--- config.mk ---
export PLATFORM = sky130hd
export DESIGN_NAME = alu_1
export DESIGN_NICKNAME = d
export VERILOG_FILES = /design/src/rtl/alu_1.sv
export SDC_FILE = /design/constraint.sdc
export NUM_CORES = 1
export LEC_CHECK = 0
export BUFFER_PORTS_ARGS = -buffer_cell sky130_fd_sc_hd__buf_2
export CAP_MARGIN = 20
export CELL_PAD_IN_SITES_DETAIL_PLACEMENT = 1
export CELL_PAD_IN_SITES_GLOBAL_PLACEMENT = 1
export CORE_UTILIZATION = 39
export DETAILED_ROUTE_END_ITERATION = 12
export GPL_ROUTABILITY_DRIVEN = 0
export PLACE_DENSITY_LB_ADDON = 0.1
export SETUP_SLACK_MARGIN = 0.5
export SLEW_MARGIN = 20
export SYNTH_ARGS = -nofsm -noshare
export SYNTH_HDL_FRONTEND = slang
export SYNTH_SLANG_ARGS = --single-unit
--- constraint.sdc ---
create_clock -name clk -period 1 [get_ports clk]
set_clock_uncertainty 0.15 [all_clocks]
set_input_delay 0.05 -clock clk [delete_from_list [all_inputs] [get_ports clk]]
set_output_delay 0.05 -clock clk [all_outputs]
set_load 0.02 [all_outputs]
--- src/rtl/alu_1.sv ---
// rtl/alu_1.sv - registered 3-bit add/sub/mul/logic unit with one-cycle valid
//
// Ports:
//   clk        rising-edge clock
//   rst_n      asynchronous active-low reset
//   X, Y       3-bit unsigned operands
//   OP         00 add, 01 subtract (mod 64), 10 multiply, 11 {X&Y, X|Y}
//   in_valid   operands/opcode sampled on a rising edge when high
//   Z          6-bit registered result, held while in_valid is low
//   out_valid  registered copy of in_valid

module alu_1 (
    input  logic       clk,
    input  logic       rst_n,
    input  logic [2:0] X,
    input  logic [2:0] Y,
    input  logic [1:0] OP,
    input  logic       in_valid,
    output logic [5:0] Z,
    output logic       out_valid
);

    logic [5:0] x_ext;
    logic [5:0] y_ext;
    logic [5:0] z_next;

    assign x_ext = {3'b000, X};
    assign y_ext = {3'b000, Y};

    // All arithmetic is done at the full 6-bit result width so that
    // subtraction wraps modulo 64 and the 7*7 product fits without truncation.
    always_comb begin
        z_next = 6'd0;
        case (OP)
            2'b00:   z_next = x_ext + y_ext;
            2'b01:   z_next = x_ext - y_ext;
            2'b10:   z_next = x_ext * y_ext;
            default: z_next = {X & Y, X | Y};
        endcase
    end

    always_ff @(posedge clk or negedge rst_n) begin
        if (!rst_n) begin
            Z         <= 6'd0;
            out_valid <= 1'b0;
        end else begin
            out_valid <= in_valid;
            if (in_valid) begin
                Z <= z_next;
            end
        end
    end

endmodule

==> impl_metrics.csv, run 1 <==
group,metric,value,unit
synth,async_reset_ff_frac,1.00,
synth,synthesis.nets,113,
synth,ys_seq_area_frac,0.221,
synth,ys_types,28,
clock_tree,root_buffer,"clkbuf_4",
synth,syn_inst,83,
synth,synthFlopType,"dfrtp_1",
synth,synth.avg_cell_area,9.56,µm²
outcome,stop_stage,"global routing",
synth,yosysMostFrequentCell,"ha_1",
floorplan,num_rows,15,
synth,synth_area,793,µm²
synth,ys_warn_count,0,
place,io_buffer_count,17,
timing,crit_endpoint,"Z[4]$_DFFE_PN0P_/D",
place,dp.cells,144,
synth,synth_area_leader_cell,"ha_1",
synth,ys_top_cells_by_area,"ha_1, dfrtp_1, fa_1, inv_1, nand2b_1",
place,dp_hpwl,1.70,mm
floorplan,die_height,47.1,µm
global_route,grt_max_degree,9,
outcome,stop_error,"[ERROR DPL-0033] detailed placement checks failed during check placement.",
synth,synth-seq-cells,7,
synth,synth-edff-count,0,
timing,worstEpCategory,"register input",
outcome,status,"stopped before the end",
floorplan,initial_core_util,0.436,
synth,yosysTopAreaCellShare,0.252,
global_route,antenna_found_initial,0,
clock_tree,cts_inserted_buffers,3,
floorplan,ioPinCount,18,
floorplan,die_w,47.1,µm
clock_tree,cts_max_level,1,
clock_tree,cts.sinks,7,
clock_tree,cts_max_path_buffers,2,
synth,synth_commonest_cells,"ha_1, inv_1, nor2_1",
## kinds of logic after synthesis
family	after synthesis	synth area share
adder cells (fa/ha/maj)	19	0.328
AND/OR/NAND/NOR	19	0.110
AO/OA/AOI/OAI	15	0.148
buffers and inverters	15	0.0773
flip-flops	7	0.221
multiplexers	5	0.0820
XOR/XNOR	3	0.0331
## what timing repair did
action	in CTS
setup buffers	2
gates resized for setup	26
hold buffers	1
setup endpoints to repair	13
pin swaps	7
hold endpoints to repair	9
## through the flow
step	setup slack [ns]	instance area [µm²]	utilization
floorplan	-0.859	856	-
global placement	-1.04	1120	0.614
detailed placement	-1.07	1120	0.614
CTS	-0.762	1260	0.690
==> run 2, diff against run 1 <==
- CELL_PAD_IN_SITES_DETAIL_PLACEMENT: 1 -> default
- CELL_PAD_IN_SITES_GLOBAL_PLACEMENT: 1 -> default
- CORE_AREA: default -> 2 2 63 65
- CORE_UTILIZATION: 39 -> default
- DIE_AREA: default -> 0 0 65 67
- PLACE_DENSITY_LB_ADDON: 0.1 -> 0.15
- SETUP_SLACK_MARGIN: 0.5 -> default
==> impl_metrics.csv, run 2 <==
group,metric,value,unit
layout,drive_above_1_share,0.552,
setup_path,worstPathArrival,1.72,ns
power_and_ir_drop,leakagePower,0.682,nW
floorplan,num_rows,22,
setup_path,crit_type,"in2reg",
global_route,antenna_found_initial,0,
timing,min_period,1.78,ns
layout,largestRegisters,"Z (6), out_valid (1)",
global_route,grt_max_degree,9,
synth,synth-edff-count,0,
clock_tree,cts.sinks,7,
floorplan,fp.coreArea,0.00361,mm²
layout,top_register,"Z",
synth,synth.area.mux_share,0.0820,
synth,synth_top_family_by_area,"adder cells",
place,placed_area,0.00115,mm²
timing,setup_viol,6,
place,io_buffer_count,17,
synth,synthFlopType,"dfrtp_1",
global_route,grt-ovfl-total,0,
timing,slew_headroom,0.828,
layout,largest_reg_flops,6,
synth,yosysTopAreaCellShare,0.252,
layout,syn2layout_area_growth,71.9,%
synth,async_reset_ff_frac,1.00,
floorplan,die_height,67,µm
synth,synthAdderAreaFrac,0.328,
power_and_ir_drop,clkPwrFrac,0.302,
route,vias,763,
route,drt_wl_total,1.92,mm
layout,multi_input_area,668,µm²
place,pre_cts_ws,-1.06,ns
clock_tree,cts_tree,"done",
timing,worst_pin_slew,0.258,ns
layout,final-seq-area,175,µm²
clock_tree,cts_max_level,1,
setup_path,r2r_slack,0.11,ns
power_and_ir_drop,combPwrFrac,0.430,
global_route,grt_pass1_vias,801,
setup_path,startpoint_type,"input pin",
power_and_ir_drop,power.switching,0.400,mW
layout,layout_commonest_cell,"buf_4",
timing,hold_viol,0,
route,drtIter0Drc,14,
power_and_ir_drop,p_per_area,941,mW/mm²
setup_path,end_kind,"flop",
synth,syn_inst,83,
synth,ys_types,28,
route,antenna_left,0,
synth,ys_warn_count,0,
clock_tree,cts_inserted_buffers,3,
global_route,grt_busiest_layer,"met2",
timing,fin_ws,-0.776,ns
floorplan,initial_core_util,0.220,
setup_path,cp_num_buf_inv,1,
place,dp_hpwl,1.64,mm
setup_path,cp.required,0.95,ns
clock_tree,clk_pin_slew,0.04,ns
synth,synth_area,793,µm²
route,routedWlPerCell,10.5,µm
synth,synthSimpleGateAreaFrac,0.110,
global_route,grt_use_total,0.103,
synth,synth_area_leader_cell,"ha_1",
layout,fin_area,0.00136,mm²
route,drc_errors,0,
power_and_ir_drop,pwr-share-seq,0.267,
synth,ys_seq_area_frac,0.221,
setup_path,cp_top_family,"adder cells",
floorplan,ioPinCount,18,
timing,rsz0062_at_grt,"true",
flow_run,drv_cap,0,
clock_tree,clk_latency,0.22,ns
synth,synthesis.nets,113,
power_and_ir_drop,vdd_drop_max,278,µV
power_and_ir_drop,p_sw_frac,0.311,
floorplan,fp.dieArea,0.00436,mm²
setup_path,slowest_delay,0.43,ns
route,firstDrtPassIters,2,
outcome,status,"complete, but fails checks",
power_and_ir_drop,power.internal,0.884,mW
clock_tree,cts_max_path_buffers,2,
timing,maxSlewViolCount,0,
global_route,grt_util_met2,0.180,
synth,synth-seq-cells,7,
min_path,hold_class,"in2async",
synth,ys_top_cells_by_area,"ha_1, dfrtp_1, fa_1, inv_1, nand2b_1",
setup_path,cp_cell_sequence,"buf_6 > ha_4 > xnor2_2 > ha_1 > ha_2 > fa_2 > mux2_4 > o22ai_2 > a31oi_1",
synth,synth-xor-area-share,0.0331,
setup_path,slowest_stage,"fa_2",
outcome,violations,"setup timing",
global_route,met3_usage,0.0152,
clock_tree,root_buffer,"clkbuf_8",
global_route,grt_pass1_wl,3.46,mm
timing,finalCritPeriodShare,1.78,
synth,yosysMostFrequentCell,"ha_1",
synth,synth.avg_cell_area,9.56,µm²
layout,antennaDiodeCount,0,
layout,final_cell_mix,"buf_4, buf_2, ha_1, inv_1",
timing,max_freq,563,MHz
floorplan,die_w,65,µm
layout,nets,165,
route,vias_per_cell,4.19,
layout,fill_cells,379,
global_route,grt_use_met1,0.120,
setup_path,cp_max_fo,2,
synth,synth_compound_area_frac,0.148,
synth,synth_commonest_cells,"ha_1, inv_1, nor2_1",
[run 2: power by group through the flow]
stage          Combinational [mW]  Clock [mW]  Sequential (mW)
6_report                    0.553       0.388            0.343
5_1_grt                     0.614       0.415            0.349
4_1_cts                     0.545       0.401            0.344
3_5_place_dp                0.479           0            0.346
3_3_place_gp                0.481           0            0.344
2_1_floorplan               0.220           0            0.395
[run 2: worst paths after layout]
check,endpoint,cells after the start,start
worst max-delay path,Z[3]$_DFFE_PN0P_,9,X[1]
worst min-delay path,Z[4]$_DFFE_PN0P_,2,rst_n
worst max register to register,Z[0]$_DFFE_PN0P_,1,Z[0]$_DFFE_PN0P_
worst min register to register,Z[1]$_DFFE_PN0P_,2,Z[1]$_DFFE_PN0P_
max in group asynchronous,out_valid$_DFF_PN0_,2,rst_n
min in group clk,Z[1]$_DFFE_PN0P_,3,in_valid
[run 2: what timing repair did]
| item | 4_1_cts | 5_1_grt |
|---|---|---|
| setup endpoints to repair | 6 | 6 |
| pin swaps | 8 | 3 |
| hold buffers | 2 | 0 |
| setup buffers | 4 | 1 |
| resized for setup | 22 | 3 |
| hold endpoints to repair | 8 | 0 |
[run 2: area by class of cell]
cell class | instances | area share
timing repair buffer | 49 | 0.267
inverter | 13 | 0.0376
tap | 48 | 0.0440
sequential | 7 | 0.128
multi-input combinational | 61 | 0.490
clock buffer | 4 | 0.0330
[run 2: metal layers]
layer | up-vias | part of all wire
met2 | 18 | 0.49
li1 | 386 | -
met5 | - | 0
met4 | 0 | 0.018
met3 | 4 | 0.041
met1 | 355 | 0.45
[run 2: logic make-up after synthesis]
| kind of cell | Yosys count |
|---|---|
| multiplexers | 5 |
| flip-flops | 7 |
| adder cells (fa/ha/maj) | 19 |
| AND/OR/NAND/NOR | 19 |
| buffers and inverters | 15 |
| AO/OA/AOI/OAI | 15 |
| XOR/XNOR | 3 |
[run 2: through the flow]
step / setup TNS [ns] / std cells / power [mW] / util / hold slack [ns]
after floorplan: -3.12 / 83 / 0.615 / - / -0.396
after global placement: -4.91 / 171 / 0.825 / 0.319 / -0.262
after detailed placement: -4.90 / 171 / 0.826 / 0.319 / -0.262
after CTS: -3.21 / 181 / 1.29 / 0.374 / 0.0384
after global routing: -3.68 / 182 / 1.38 / 0.378 / 0.0516
final: -3.25 / 182 / 1.28 / 0.378 / 0.0328
Note: power is estimated with default switching activity, not from simulation.
